$ cat src/rtl/prompt_note_scheduler.sv
// Arbitrates the single piano tone generator: plays a latched 1-3 note prompt as a timed
// arpeggio in Ear Training, otherwise forwards the live keyboard note.
module prompt_note_scheduler #(
  parameter int TICK_DIV = 100000,
  parameter int NOTE_MS  = 500,
  parameter int GAP_MS   = 100
) (
  input  logic       CLK100MHZ,
  input  logic       CPU_RESET,
  input  logic [1:0] mode_sel,
  input  logic       start,
  input  logic [1:0] play_note_num,
  input  logic [6:0] play_note_id_0,
  input  logic [6:0] play_note_id_1,
  input  logic [6:0] play_note_id_2,
  input  logic       key_valid,
  input  logic [6:0] key_note_id,
  output logic       tone_en,
  output logic [6:0] tone_note_id,
  output logic       busy,
  output logic       done,
  output logic       src_prompt,
  output logic [1:0] note_idx
);

  localparam int NOTE_CLK = NOTE_MS * TICK_DIV;
  localparam int GAP_CLK  = GAP_MS * TICK_DIV;
  localparam int MAX_CLK  = (NOTE_CLK > GAP_CLK) ? NOTE_CLK : GAP_CLK;
  localparam int CNT_W    = (MAX_CLK > 1) ? $clog2(MAX_CLK) : 1;

  localparam logic [1:0] MODE_EAR  = 2'd1;
  localparam logic [1:0] MODE_FREE = 2'd2;

  typedef enum logic [1:0] {
    S_IDLE,
    S_PLAY,
    S_GAP,
    S_FINISH
  } state_t;

  state_t     state_q;
  logic [CNT_W-1:0] cnt_q;
  logic [1:0] num_q;
  logic [6:0] id0_q, id1_q, id2_q;

  logic       tone_en_q;
  logic [6:0] tone_note_id_q;
  logic       busy_q;
  logic       done_q;
  logic       src_prompt_q;
  logic [1:0] note_idx_q;

  logic [6:0] next_id_d;
  logic       note_end_d;
  logic       gap_end_d;
  logic       last_note_d;
  logic       abort_d;

  always_comb begin
    next_id_d = 7'd0;
    case (note_idx_q)
      2'd0:    next_id_d = id1_q;
      2'd1:    next_id_d = id2_q;
      default: next_id_d = 7'd0;
    endcase
  end

  assign note_end_d  = (cnt_q == CNT_W'(NOTE_CLK - 1));
  assign gap_end_d   = (cnt_q == CNT_W'(GAP_CLK - 1));
  assign last_note_d = (note_idx_q == (num_q - 2'd1));
  // Leaving Ear Training cancels the prompt immediately, even on an expiry cycle.
  assign abort_d     = (mode_sel != MODE_EAR);

  always_ff @(posedge CLK100MHZ) begin
    if (CPU_RESET) begin
      state_q        <= S_IDLE;
      cnt_q          <= '0;
      num_q          <= 2'd0;
      id0_q          <= 7'd0;
      id1_q          <= 7'd0;
      id2_q          <= 7'd0;
      tone_en_q      <= 1'b0;
      tone_note_id_q <= 7'd0;
      busy_q         <= 1'b0;
      done_q         <= 1'b0;
      src_prompt_q   <= 1'b0;
      note_idx_q     <= 2'd0;
    end else begin
      done_q <= 1'b0;
      case (state_q)
        S_IDLE: begin
          cnt_q      <= '0;
          note_idx_q <= 2'd0;
          if (start && mode_sel == MODE_EAR) begin
            num_q <= play_note_num;
            id0_q <= play_note_id_0;
            id1_q <= play_note_id_1;
            id2_q <= play_note_id_2;
            if (play_note_num != 2'd0) begin
              state_q        <= S_PLAY;
              busy_q         <= 1'b1;
              src_prompt_q   <= 1'b1;
              tone_note_id_q <= play_note_id_0;
              tone_en_q      <= (play_note_id_0 != 7'd0);
            end else begin
              state_q      <= S_FINISH;
              done_q       <= 1'b1;
              busy_q       <= 1'b0;
              src_prompt_q <= 1'b0;
              tone_en_q    <= 1'b0;
            end
          end else if (mode_sel == MODE_EAR || mode_sel == MODE_FREE) begin
            tone_en_q      <= key_valid;
            tone_note_id_q <= key_note_id;
          end else begin
            tone_en_q      <= 1'b0;
            tone_note_id_q <= 7'd0;
          end
        end

        S_PLAY: begin
          if (abort_d) begin
            state_q      <= S_IDLE;
            cnt_q        <= '0;
            tone_en_q    <= 1'b0;
            busy_q       <= 1'b0;
            src_prompt_q <= 1'b0;
            note_idx_q   <= 2'd0;
          end else if (note_end_d) begin
            cnt_q     <= '0;
            tone_en_q <= 1'b0;
            if (last_note_d) begin
              state_q      <= S_FINISH;
              done_q       <= 1'b1;
              busy_q       <= 1'b0;
              src_prompt_q <= 1'b0;
            end else begin
              state_q <= S_GAP;
            end
          end else begin
            cnt_q <= cnt_q + CNT_W'(1);
          end
        end

        S_GAP: begin
          if (abort_d) begin
            state_q      <= S_IDLE;
            cnt_q        <= '0;
            tone_en_q    <= 1'b0;
            busy_q       <= 1'b0;
            src_prompt_q <= 1'b0;
            note_idx_q   <= 2'd0;
          end else if (gap_end_d) begin
            state_q        <= S_PLAY;
            cnt_q          <= '0;
            note_idx_q     <= note_idx_q + 2'd1;
            tone_note_id_q <= next_id_d;
            tone_en_q      <= (next_id_d != 7'd0);
          end else begin
            cnt_q <= cnt_q + CNT_W'(1);
          end
        end

        default: begin
          // FINISH: a start here is deliberately dropped; passthrough resumes after IDLE is reached.
          state_q      <= S_IDLE;
          cnt_q        <= '0;
          tone_en_q    <= 1'b0;
          busy_q       <= 1'b0;
          src_prompt_q <= 1'b0;
          note_idx_q   <= 2'd0;
        end
      endcase
    end
  end

  assign tone_en      = tone_en_q;
  assign tone_note_id = tone_note_id_q;
  assign busy         = busy_q;
  assign done         = done_q;
  assign src_prompt   = src_prompt_q;
  assign note_idx     = note_idx_q;

endmodule

$ cat config.mk
export PLATFORM = sky130hd
export DESIGN_NAME = prompt_note_scheduler
export DESIGN_NICKNAME = d
export VERILOG_FILES = /design/src/rtl/prompt_note_scheduler.sv
export SDC_FILE = /design/constraint.sdc
export NUM_CORES = 1
export LEC_CHECK = 0
export CAP_MARGIN = 20
export CORE_MARGIN = 4
export CORE_UTILIZATION = 48
export DETAILED_ROUTE_END_ITERATION = 12
export PLACE_DENSITY = 0.76
export SYNTH_ARGS = -nofsm -noshare
export SYNTH_HDL_FRONTEND = slang
export SYNTH_SLANG_ARGS = --single-unit
$ cat constraint.sdc
create_clock -name CLK100MHZ -period 1.75 [get_ports CLK100MHZ]
set_input_delay 0.4375 -clock CLK100MHZ [delete_from_list [all_inputs] [get_ports CLK100MHZ]]
set_output_delay 0.4375 -clock CLK100MHZ [all_outputs]
set_load 0.1 [all_outputs]
==> results_tabular.tex, run 1 <==
\begin{tabular}{lr}
\hline
Metric & Value \\
\hline
\multicolumn{2}{l}{\textbf{Run status}} \\
\quad Result of the run & finished with violations \\
\quad Violated checks & negative setup slack \\
\multicolumn{2}{l}{\textbf{Route}} \\
\quad Vias after detailed routing & 2997 \\
\quad Remaining DRCs & 0 \\
\quad Via density & 5.65 \\
\quad Number of design-rule violations left by the first detailed-router iteration & 204 \\
\quad Routed length per instance & 15.5 um \\
\quad Routed wire length & 8200 um \\
\quad Number of iterations in the first detailed-routing pass & 5 \\
\quad Number of nets with antenna violations after detailed routing & 0 \\
\multicolumn{2}{l}{\textbf{Yosys}} \\
\quad Netlist Area Pre-Place & 3000 um2 \\
\quad Register area share after synthesis & 37.4\% \\
\quad Main combinational cell family by area after synthesis & simple AND/OR/NAND/NOR gates \\
\quad Number of synthesized flops with an enable pin & 0 \\
\quad Synth Area in Compound Gates & 14.6\% \\
\quad Post-synthesis share of cell area spent on xor and xnor gates & 7.30\% \\
\quad Adder and majority gate portion of the synthesized area & 3.34\% \\
\quad Top post-synthesis cells by area & dfxtp\_1 (37\%), a21oi\_1 (5.5\%), nand2\_1 (5.3\%) \\
\quad Share of synthesized flip-flops with an asynchronous set or reset & 0\% \\
\quad Flip-flop cell with the highest count after synthesis & dfxtp\_1 \\
\quad Gate Count Post-Synth & 365 \\
\quad Post-synthesis cell type with the largest combined area & dfxtp\_1 \\
\quad Yosys reg bits & 56 \\
\quad Post-synthesis net count & 409 \\
\quad Number of library cell types mapped by synthesis & 52 \\
\quad Avg Inst Size Synth & 8.22 um2 \\
\quad Top cell type's share of synthesized area & 37.4\% \\
\quad Yosys synthesis warning count & 0 \\
\quad Post-synthesis mux area share & 1.38\% \\
\quad Synth Area in Simple Gates & 30.3\% \\
\multicolumn{2}{l}{\textbf{STA}} \\
\quad Final slew viol count & 0 \\
\quad Skew final & 0.00376 ns \\
\quad Post-layout min period & 1.86 ns \\
\quad Final hold vios & 0 \\
\quad Setup repair after global routing missed its margin & yes \\
\quad Period utilisation layout & 106\% \\
\quad Achievable frequency & 538 MHz \\
\quad Setup violations, final & 7 \\
\quad Relative slew slack & 70.7\% \\
\quad Setup ws final & -0.108 ns \\
\quad Worst Tran Pin Value & 0.437 ns \\
\multicolumn{2}{l}{\textbf{Final layout}} \\
\quad Ant. Diodes & 0 \\
\quad Number of nets at the end of the flow & 498 \\
\quad Share of final-layout standard cells stronger than drive strength 1 & 28.8\% \\
\quad Post-route non-filler standard cell count & 530 \\
\quad Synth-to-Final Area Change & 42.9\% \\
\quad Final non-filler cell area & 4290 um2 \\
\quad Util after Layout & 71.6\% \\
\multicolumn{2}{l}{\textbf{Power and ir drop}} \\
\quad Highest ir drop seen on vdd & 0.810 mV \\
\quad Leakage power & 0.00154 uW \\
\quad PD cells & 862 nW/um2 \\
\multicolumn{2}{l}{\textbf{Floorplan}} \\
\quad Vertical die dimension & 87.0 um \\
\quad Starting Density & 50.1\% \\
\quad Total Die Area & 7580 um2 \\
\quad Chip width & 87.0 um \\
\quad Placeable core region & 5990 um2 \\
\quad Number of ports placed on the die boundary & 49 \\
\quad Placement Rows & 28 \\
\multicolumn{2}{l}{\textbf{Clock network}} \\
\quad Clock transition at path regs & 0.10 ns \\
\quad TritonCTS buffer count & 5 \\
\quad Root buffer cell & clkbuf\_8 \\
\quad Clock Sink Count & 56 \\
\quad Maximum root-to-sink buffer count & 2 \\
\quad Clock tree from TritonCTS & done \\
\quad Insertion delay of the later-clocked pin in the worst-skew pair & 0.32 ns \\
\quad Level count of the clock H-tree & 2 \\
\multicolumn{2}{l}{\textbf{Place}} \\
\quad Pre-CTS setup slack & -0.563 ns \\
\quad Detail Placement HPWL & 5890 um \\
\quad RD Place Congestion & 0.867 \\
\quad IO Port Bufs & 48 \\
\quad Cells after DPL & 517 \\
\quad Dpl cell area & 3980 um2 \\
\multicolumn{2}{l}{\textbf{Critical path}} \\
\quad Worst EP arrival & 2.11 ns \\
\quad Kind of capture point of the worst setup path & register \\
\quad Depth of the worst register-to-register path & 6 \\
\quad Critical path data required time & 2.00 ns \\
\quad Critical path startpoint category & register \\
\quad CP Class & reg2reg \\
\quad Crit Path Max Fanout & 7 \\
\multicolumn{2}{l}{\textbf{Worst hold path}} \\
\quad Count of cells along the worst hold path & 2 \\
\quad Min-Delay Path Class & reg2reg \\
\multicolumn{2}{l}{\textbf{GRT}} \\
\quad Residual overflow from global routing & 0 \\
\quad Vias in the first global route & 2898 \\
\quad Wire length of the first global-routing pass & 13200 um \\
\quad Initial antenna violation count & 0 \\
\quad Maximum number of pins on one net before global-route repair & 28 \\
\quad Total global routing track utilization & 21.7\% \\
\multicolumn{2}{l}{\textbf{Run}} \\
\quad Max-cap check violation count & 0 \\
\hline
\end{tabular}
## path summary, 6_finish.rpt
kind                  start  slack (ns)              end
setup reg to reg  cnt_q[14]       -0.11  tone_note_id[2]
hold / removal     id1_q[5]        0.46         id1_q[5]
setup / recovery  cnt_q[14]       -0.11  tone_note_id[2]
hold reg to reg    id1_q[5]        0.46         id1_q[5]
## state kept, by name, summed over array words and instances, names as in the netlist, 2 cells and up
name	flops
num_q	2
cnt_q	26
id2_q	7
tone_note_id	7
state_q	2
id1_q	7
note_idx	2
## layout by cell type, fill, tap and decap left out, types with 7 or more instances in the layout
master and count:
a21oi_1 30, nor2_1 38, buf_4 52, inv_1 7, clkdlybuf4s50_1 33, nand3_1 19
dfxtp_2 7, o21ai_0 13, dfxtp_1 47, xnor2_1 9, nand4_1 11, xor2_1 16
nand2b_1 9, buf_12 14, nand2_1 42
## metrics by stage
stage	power, uW	setup TNS [ns]	hold slack [ns]
CTS	3630	-0.114	0.466
detailed placement	2800	-18.32	0.451
global placement	2760	-16.21	0.443
finish	3700	-0.407	0.461
floorplan	2340	-0.0153	0.408
global route	3860	-1.18	0.497
## cell type report
type	instances	area (um2)
Inverter	10	37.5
Timing Repair Buffer	101	1020
Tap cell	75	93.8
Sequential cell	56	1140
Clock buffer	5	68.8
Multi-Input combinational cell	280	1900
Clock inverter	3	26.3
Fill cell	435	1700
## synth_stat cells (8+ instances only)
| library cell | number |
|---|---|
| a21oi_1 | 33 |
| o21ai_0 | 21 |
| nand3_1 | 19 |
| dfxtp_1 | 56 |
| xor2_1 | 16 |
| ha_1 | 8 |
| xnor2_1 | 9 |
| nand2_1 | 42 |
| nor2_1 | 38 |
| clkbuf_1 | 9 |
| nand2b_1 | 9 |
| inv_1 | 10 |
| nand4_1 | 11 |
## routing by layer
layer	vias to the layer above	routed length (um)	global-route usage, %
li1	1453	-	-
met1	1422	3530	27.9
met2	112	4010	36.6
met3	10	540	4.16
met4	0	118	6.66
met5	-	0	0
## kinds of logic after synthesis
group                      Yosys count
AOI/OAI and AO/OA                   73
DFF                                 56
adders and majority gates            8
xor gates and xnor gates            25
and+or+nand+nor                    169
buffers and inverters               30
muxes                                4
## critical path: stages (launching register included)
cell	delay [ns]
dfxtp_2	0.35
nor4b_4	0.30
buf_4	0.16
nand4_1	0.22
a2bb2oi_4	0.24
or3_4	0.37
a21oi_2	0.14
## what timing repair did
action | CTS | global route
pin swaps | 13 | 16
cloned | 1 | 0
gates resized for setup | 27 | 22
hold buffers | 0 | 0
setup buffers | 3 | 1
setup endpoints to repair | 56 | 23
## where the power goes
group          switching (uW)  internal (uW)  total [uW]
Combinational             861            627        1490
Sequential               95.8           1360        1460
Clock                     457            296         753
Note: power is estimated with default switching activity, not from simulation.
==> run 2, diff against run 1 <==
- CORE_ASPECT_RATIO: unset -> 2
==> results_tabular.tex, run 2 (synthesis results as in run 1) <==
\begin{tabular}{lr}
\hline
Metric & Value \\
\hline
\multicolumn{2}{l}{\textbf{STA}} \\
\quad Final slew viol count & 0 (unchanged) \\
\quad Setup ws final & -0.0186 ns (+0.0891 ns) \\
\quad Period utilisation layout & 101\% (-5.1 points) \\
\quad Setup repair after global routing missed its margin & yes \\
\quad Final hold vios & 0 (unchanged) \\
\quad Skew final & 0.00616 ns (+0.00241 ns) \\
\quad Achievable frequency & 565 MHz (+5.0\%) \\
\quad Post-layout min period & 1.77 ns (-0.0891 ns) \\
\quad Relative slew slack & 70.5\% (-0.18 points) \\
\quad Worst Tran Pin Value & 0.439 ns (+0.00261 ns) \\
\quad Setup violations, final & 4 (-3) \\
\multicolumn{2}{l}{\textbf{Route}} \\
\quad Met2 WL post-DR & 5270 um (+32\%) \\
\quad Highest metal layer with signal wires & met4 \\
\quad Number of design-rule violations left by the first detailed-router iteration & 247 (+21\%) \\
\quad Routed wire length & 9170 um (+12\%) \\
\quad Wire length on met1 & 3030 um (-14\%) \\
\quad Remaining DRCs & 0 (unchanged) \\
\quad Number of nets with antenna violations after detailed routing & 0 (unchanged) \\
\quad Routed wl met3 & 339 um (-37\%) \\
\quad Vias after detailed routing & 3076 (+2.6\%) \\
\quad Via density & 5.57 (-1.5\%) \\
\quad Routed length per instance & 16.6 um (+7.4\%) \\
\quad Number of iterations in the first detailed-routing pass & 4 (-1) \\
\multicolumn{2}{l}{\textbf{Final layout}} \\
\quad Largest register FFs & 26 (unchanged) \\
\quad Final non-filler cell area & 4440 um2 (+3.6\%) \\
\quad Ant. Diodes & 0 (unchanged) \\
\quad Top register by number of flip-flops & cnt\_q \\
\quad Number of nets at the end of the flow & 511 (+2.6\%) \\
\quad Share of final-layout standard cells stronger than drive strength 1 & 29.7\% (+0.91 points) \\
\quad Count of filler cells inserted in the layout & 448 (+3.0\%) \\
\quad Leading cell types in the layout, fill and taps excluded & buf\_4 (63), dfxtp\_1 (44), nand2\_1 (42) \\
\quad Leading cell type in the layout, fill and taps excluded & buf\_4 \\
\quad Synth-to-Final Area Change & 48.1\% \\
\quad Register cell area after layout & 1140 um2 (+0.33\%) \\
\quad Multi-input logic area & 1870 um2 (-1.9\%) \\
\quad Util after Layout & 73.4\% (+1.8 points) \\
\multicolumn{2}{l}{\textbf{Clock network}} \\
\quad Clock tree from TritonCTS & done \\
\quad Level count of the clock H-tree & 2 (unchanged) \\
\quad Clock transition at path regs & 0.07 ns (-0.03 ns) \\
\quad Maximum root-to-sink buffer count & 2 (unchanged) \\
\quad Insertion delay of the later-clocked pin in the worst-skew pair & 0.30 ns (-0.02 ns) \\
\quad Root buffer cell & clkbuf\_16 \\
\quad TritonCTS buffer count & 5 (unchanged) \\
\quad Clock Sink Count & 56 (unchanged) \\
\multicolumn{2}{l}{\textbf{Critical path}} \\
\quad Critical path data required time & 1.98 ns (-0.02 ns) \\
\quad List of cells traversed by the critical path & dlygate4sd2\_1, inv\_2, ha\_4, and2\_4, nand4\_1, a2bb2oi\_4, or3\_1, a21oi\_1 \\
\quad Worst EP arrival & 2.00 ns (-0.11 ns) \\
\quad Slowest stage delay, CP & 0.35 ns (-0.02 ns) \\
\quad CP Class & in2reg \\
\quad Crit Path Max Fanout & 7 (unchanged) \\
\quad Critical path startpoint category & primary input \\
\quad Number of buffers and inverters on the critical path & 2 (+1) \\
\quad Kind of capture point of the worst setup path & register \\
\quad Reg2reg setup slack & -0.01 ns (+0.10 ns) \\
\quad Cell with the largest stage delay on the worst path & or3\_1 \\
\quad Crit-path leading delay family & simple AND/OR/NAND/NOR gates \\
\multicolumn{2}{l}{\textbf{Floorplan}} \\
\quad Vertical die dimension & 120 um (+38\%) \\
\quad Chip width & 63.9 um (-27\%) \\
\quad Total Die Area & 7650 um2 (+1.0\%) \\
\quad Placement Rows & 40 (+43\%) \\
\quad Starting Density & 49.5\% (-0.54 points) \\
\quad Number of ports placed on the die boundary & 49 (unchanged) \\
\quad Placeable core region & 6060 um2 (+1.1\%) \\
\multicolumn{2}{l}{\textbf{Worst hold path}} \\
\quad Min-Delay Path Class & reg2reg \\
\multicolumn{2}{l}{\textbf{GRT}} \\
\quad Wire length of the first global-routing pass & 13900 um (+5.3\%) \\
\quad Residual overflow from global routing & 0 (unchanged) \\
\quad Total global routing track utilization & 23.2\% (+1.5 points) \\
\quad Initial antenna violation count & 0 (unchanged) \\
\quad Maximum number of pins on one net before global-route repair & 28 (unchanged) \\
\quad Vias in the first global route & 3106 (+7.2\%) \\
\multicolumn{2}{l}{\textbf{Place}} \\
\quad Dpl cell area & 4050 um2 (+1.6\%) \\
\quad RD Place Congestion & 0.874 (+0.83\%) \\
\quad Detail Placement HPWL & 6450 um (+9.5\%) \\
\quad IO Port Bufs & 48 (unchanged) \\
\multicolumn{2}{l}{\textbf{Run status}} \\
\quad Violated checks & negative setup slack \\
\quad Result of the run & finished with violations \\
\multicolumn{2}{l}{\textbf{Run}} \\
\quad Max-cap check violation count & 0 (unchanged) \\
\multicolumn{2}{l}{\textbf{Power and ir drop}} \\
\quad Leakage power & 0.00164 uW (+6.3\%) \\
\quad PD cells & 923 nW/um2 (+7.0\%) \\
\quad Highest ir drop seen on vdd & 0.746 mV (-8.0\%) \\
\hline
\end{tabular}
run 2: cell type report:
cell class,count,share of cell area (%)
sequential,56,25.7
tap,84,2.37
timing repair buffer,114,25.3
clock buffer,6,2.90
inverter,10,0.929
multi-input combinational,280,42.0
clock inverter,2,0.789
run 2: stage by stage:
| stage | instances | setup WS [ns] | hold slack (ns) | setup TNS, ns | power, uW |
|---|---|---|---|---|---|
| floorplan | 365 | -0.0153 | 0.408 | -0.0153 | 2340 |
| global placement | 533 | -0.531 | 0.450 | -15.66 | 2800 |
| detailed placement | 533 | -0.621 | 0.461 | -17.72 | 2820 |
| CTS | 546 | -0.0260 | 0.470 | -0.0260 | 4020 |
| global route | 552 | -0.120 | 0.490 | -1.26 | 4240 |
| finish | 552 | -0.0186 | 0.465 | -0.0359 | 4100 |
run 2: worst reg2reg max path: cells and delay by family (launching register included):
family	cells	cell delay [ns]
AOI/OAI and AO/OA	2	0.40
buffers and inverters	1	0.15
DFF	1	0.33
and+or+nand+nor	3	0.83
run 2: power breakdown:
part | internal [uW] | switching [uW] | total [uW] | leakage, uW
clock | 675 | 465 | 1140 | 0.0000808
combinational | 631 | 875 | 1510 | 0.00110
sequential | 1360 | 93.4 | 1450 | 0.000460
run 2: what timing repair did:
item / CTS / global route
hold buffers: 0 / 0
cloned: 1 / 1
resized for setup: 24 / 24
setup endpoints to repair: 16 / 40
pin swaps: 10 / 7
buffers inserted: 4 / 5
run 2: path summary, 6_finish.rpt:
check / startpoint / endpoint / cells past startpoint
setup / recovery: mode_sel[1] / tone_note_id[1] / 8
hold / removal: id1_q[5] / id1_q[5] / 2
setup reg to reg: cnt_q[25] / tone_note_id[1] / 6
hold reg to reg: id1_q[5] / id1_q[5] / 2
run 2: routing by layer:
metal,track usage (%),vias up
met4,13.7,0
met2,46.5,118
met3,4.03,39
met5,0,-
met1,20.2,1443
li1,-,1476
==> run 3, diff against run 2 <==
- SETUP_SLACK_MARGIN: unset -> 0.15
==> results_tabular.tex, run 3 (synthesis results as in run 1) <==
\begin{tabular}{lr}
\hline
Metric & Value \\
\hline
\multicolumn{2}{l}{\textbf{Power and ir drop}} \\
\quad PD cells & 920 nW/um2 (-0.25\%) \\
\quad Part of the total power dissipated in the clock network & 27.1\% (-0.7 points) \\
\quad Highest ir drop seen on vdd & 0.902 mV (+21\%) \\
\quad Int Power & 2770 uW (+3.8\%) \\
\quad Proportion of total power due to net switching & 34.5\% (-0.50 points) \\
\quad Leakage power & 0.00169 uW (+3.5\%) \\
\quad Switching power summed over all nets & 1450 uW (+1.5\%) \\
\quad Part of the power in combinational logic & 38.5\% (+1.8 points) \\
\quad Share of total power in sequential cells & 34.3\% (-1.2 points) \\
\multicolumn{2}{l}{\textbf{Clock network}} \\
\quad Clock transition at path regs & 0.07 ns (about the same) \\
\quad Root buffer cell & clkbuf\_16 \\
\quad Insertion delay of the later-clocked pin in the worst-skew pair & 0.30 ns (about the same) \\
\quad Clock Sink Count & 56 (unchanged) \\
\quad Clock tree from TritonCTS & done \\
\quad Maximum root-to-sink buffer count & 2 (unchanged) \\
\quad TritonCTS buffer count & 5 (unchanged) \\
\quad Level count of the clock H-tree & 2 (unchanged) \\
\quad Hold Buf Count CTS & 0 (unchanged) \\
\multicolumn{2}{l}{\textbf{Critical path}} \\
\quad Start point of the critical path & cnt\_q[8] \\
\quad Kind of capture point of the worst setup path & register \\
\quad Worst EP arrival & 2.03 ns (+0.03 ns) \\
\quad Depth of the worst register-to-register path & 7 (+1) \\
\quad RR Startpoint & cnt\_q[8] \\
\quad Critical path data required time & 1.94 ns (-0.04 ns) \\
\quad Critical path startpoint category & register \\
\quad Reg2reg setup slack & -0.09 ns (-0.08 ns) \\
\quad Worst setup path endpoint & cnt\_q[10] \\
\quad Crit Path Max Fanout & 6 (-1) \\
\quad End of the worst register-to-register path & cnt\_q[10] \\
\quad CP Class & reg2reg \\
\multicolumn{2}{l}{\textbf{GRT}} \\
\quad Initial antenna violation count & 0 (unchanged) \\
\quad Vias in the first global route & 3243 (+4.4\%) \\
\quad Total global routing track utilization & 24.2\% (+0.94 points) \\
\quad Wire length of the first global-routing pass & 14600 um (+5.0\%) \\
\quad Residual overflow from global routing & 0 (unchanged) \\
\quad Maximum number of pins on one net before global-route repair & 20 (-29\%) \\
\multicolumn{2}{l}{\textbf{Final layout}} \\
\quad Top register by number of flip-flops & cnt\_q \\
\quad Synth-to-Final Area Change & 52.9\% \\
\quad Util after Layout & 75.7\% (+2.4 points) \\
\quad Largest register FFs & 26 (unchanged) \\
\quad Leading cell type in the layout, fill and taps excluded & buf\_4 \\
\quad Ant. Diodes & 0 (unchanged) \\
\quad Count of filler cells inserted in the layout & 403 (-10\%) \\
\quad Number of nets at the end of the flow & 510 (-0.20\%) \\
\quad Leading cell types in the layout, fill and taps excluded & buf\_4 (56), dfxtp\_1 (46), nand2\_1 (42) \\
\quad Share of final-layout standard cells stronger than drive strength 1 & 31.3\% (+1.6 points) \\
\multicolumn{2}{l}{\textbf{Floorplan}} \\
\quad Number of ports placed on the die boundary & 49 (unchanged) \\
\quad Chip width & 63.9 um (unchanged) \\
\quad Placement Rows & 40 (unchanged) \\
\quad Placeable core region & 6060 um2 (unchanged) \\
\quad Starting Density & 49.5\% (unchanged) \\
\quad Total Die Area & 7650 um2 (unchanged) \\
\quad Vertical die dimension & 120 um (unchanged) \\
\multicolumn{2}{l}{\textbf{Route}} \\
\quad Number of design-rule violations left by the first detailed-router iteration & 209 (-15\%) \\
\quad Vias after detailed routing & 3055 (-0.68\%) \\
\quad Number of nets with antenna violations after detailed routing & 0 (unchanged) \\
\quad Routed wire length & 9270 um (+1.0\%) \\
\quad Number of iterations in the first detailed-routing pass & 4 (unchanged) \\
\quad Via density & 5.54 (-0.50\%) \\
\quad Remaining DRCs & 0 (unchanged) \\
\quad Routed length per instance & 16.8 um (+1.2\%) \\
\multicolumn{2}{l}{\textbf{STA}} \\
\quad Final hold vios & 0 (unchanged) \\
\quad Setup ws final & -0.0942 ns (-0.0756 ns) \\
\quad Setup violations, final & 35 (+31) \\
\quad Worst Tran Pin Value & 0.508 ns (+0.0686 ns) \\
\quad Achievable frequency & 542 MHz (-4.1\%) \\
\quad Skew final & 0.00708 ns (+0.000915 ns) \\
\quad Post-layout min period & 1.84 ns (+0.0756 ns) \\
\quad Setup repair after global routing missed its margin & yes \\
\quad Final slew viol count & 0 (unchanged) \\
\quad Relative slew slack & 65.9\% (-4.6 points) \\
\quad Period utilisation layout & 105\% (+4.3 points) \\
\quad Total Neg Setup Slack & -1.28 ns (-1.24 ns) \\
\multicolumn{2}{l}{\textbf{Run}} \\
\quad Max-cap check violation count & 0 (unchanged) \\
\multicolumn{2}{l}{\textbf{Place}} \\
\quad RD Place Congestion & 0.842 (-3.7\%) \\
\quad Detail Placement HPWL & 6210 um (-3.6\%) \\
\quad IO Port Bufs & 48 (unchanged) \\
\multicolumn{2}{l}{\textbf{Worst hold path}} \\
\quad Min-Delay Path Class & reg2reg \\
\multicolumn{2}{l}{\textbf{Run status}} \\
\quad Violated checks & negative setup slack \\
\quad Result of the run & finished with violations \\
\hline
\end{tabular}
[run 3: cell count changes in the layout (fill, tap and decap cells not counted), sizes merged]
cell,before,now
clkdlybuf4s15,1,0
inv,9,10
dlygate4sd2,2,1
a2bb2oi,2,1
buf,78,79
[run 3: critical path, stage by stage, from the launching register on]
cell and delay, ns:
dfxtp_2 0.35, nor4b_4 0.37, nand4_4 0.20, o21a_4 0.27, o21ai_4 0.18, buf_6 0.15, clkbuf_16 0.15, nor2_1 0.05
[run 3: repair_timing]
item	4_1_cts	5_1_grt
resized for setup	39	10
buffers inserted	17	1
setup endpoints to repair	56	47
gates cloned	2	1
pin swaps	29	7
[run 3: power by group through the flow]
stage | combinational, uW | clock [uW] | sequential (uW)
3_3_place_gp | 1380 | 0 | 1470
4_1_cts | 1570 | 1150 | 1450
5_1_grt | 1700 | 1190 | 1460
2_1_floorplan | 583 | 0 | 1790
6_report | 1630 | 1140 | 1450
3_5_place_dp | 1400 | 0 | 1470
[run 3: metrics by stage]
stage / cell area, um2 / power (uW) / hold slack, ns / worst slack, ns / cells
final: 4590 / 4220 / 0.463 / -0.0942 / 551
after global routing: 4590 / 4350 / 0.493 / -0.174 / 551
after CTS: 4520 / 4170 / 0.462 / -0.0362 / 549
after detailed placement: 4050 / 2870 / 0.453 / -0.585 / 522
after global placement: 4050 / 2850 / 0.445 / -0.549 / 522
after floorplan: 3160 / 2370 / 0.429 / 0.0318 / 365
[run 3: final cells by class]
type | instances | area, um2 | share of cell area, %
Clock inverter | 3 | 42.5 | 0.927
Tap cell | 84 | 105 | 2.29
Sequential cell | 56 | 1140 | 24.8
Inverter | 10 | 52.6 | 1.15
Multi-Input combinational cell | 279 | 1920 | 41.9
Clock buffer | 5 | 125 | 2.73
Timing Repair Buffer | 114 | 1200 | 26.2
[run 3: how the worst min path moves through the flow]
| stage | start | endpoint | slack, ns | cells past startpoint |
|---|---|---|---|---|
| after floorplan | cnt_q[0] | cnt_q[0] | 0.43 | 1 |
| after global placement | id1_q[5] | id1_q[5] | 0.45 | 2 |
| after detailed placement | id1_q[5] | id1_q[5] | 0.45 | 2 |
| after CTS | id1_q[5] | id1_q[5] | 0.46 | 2 |
| after global routing | id1_q[5] | id1_q[5] | 0.49 | 2 |
| final | id1_q[5] | id1_q[5] | 0.46 | 2 |
[run 3: layer usage]
metal  part of all wire [%]  global-route usage [%]  wire [um]
met1                     33                    21.3       3050
met2                     56                    46.7       5180
met3                    4.4                    4.68        409
met4                    6.8                    16.4        629
met5                      0                       0          0
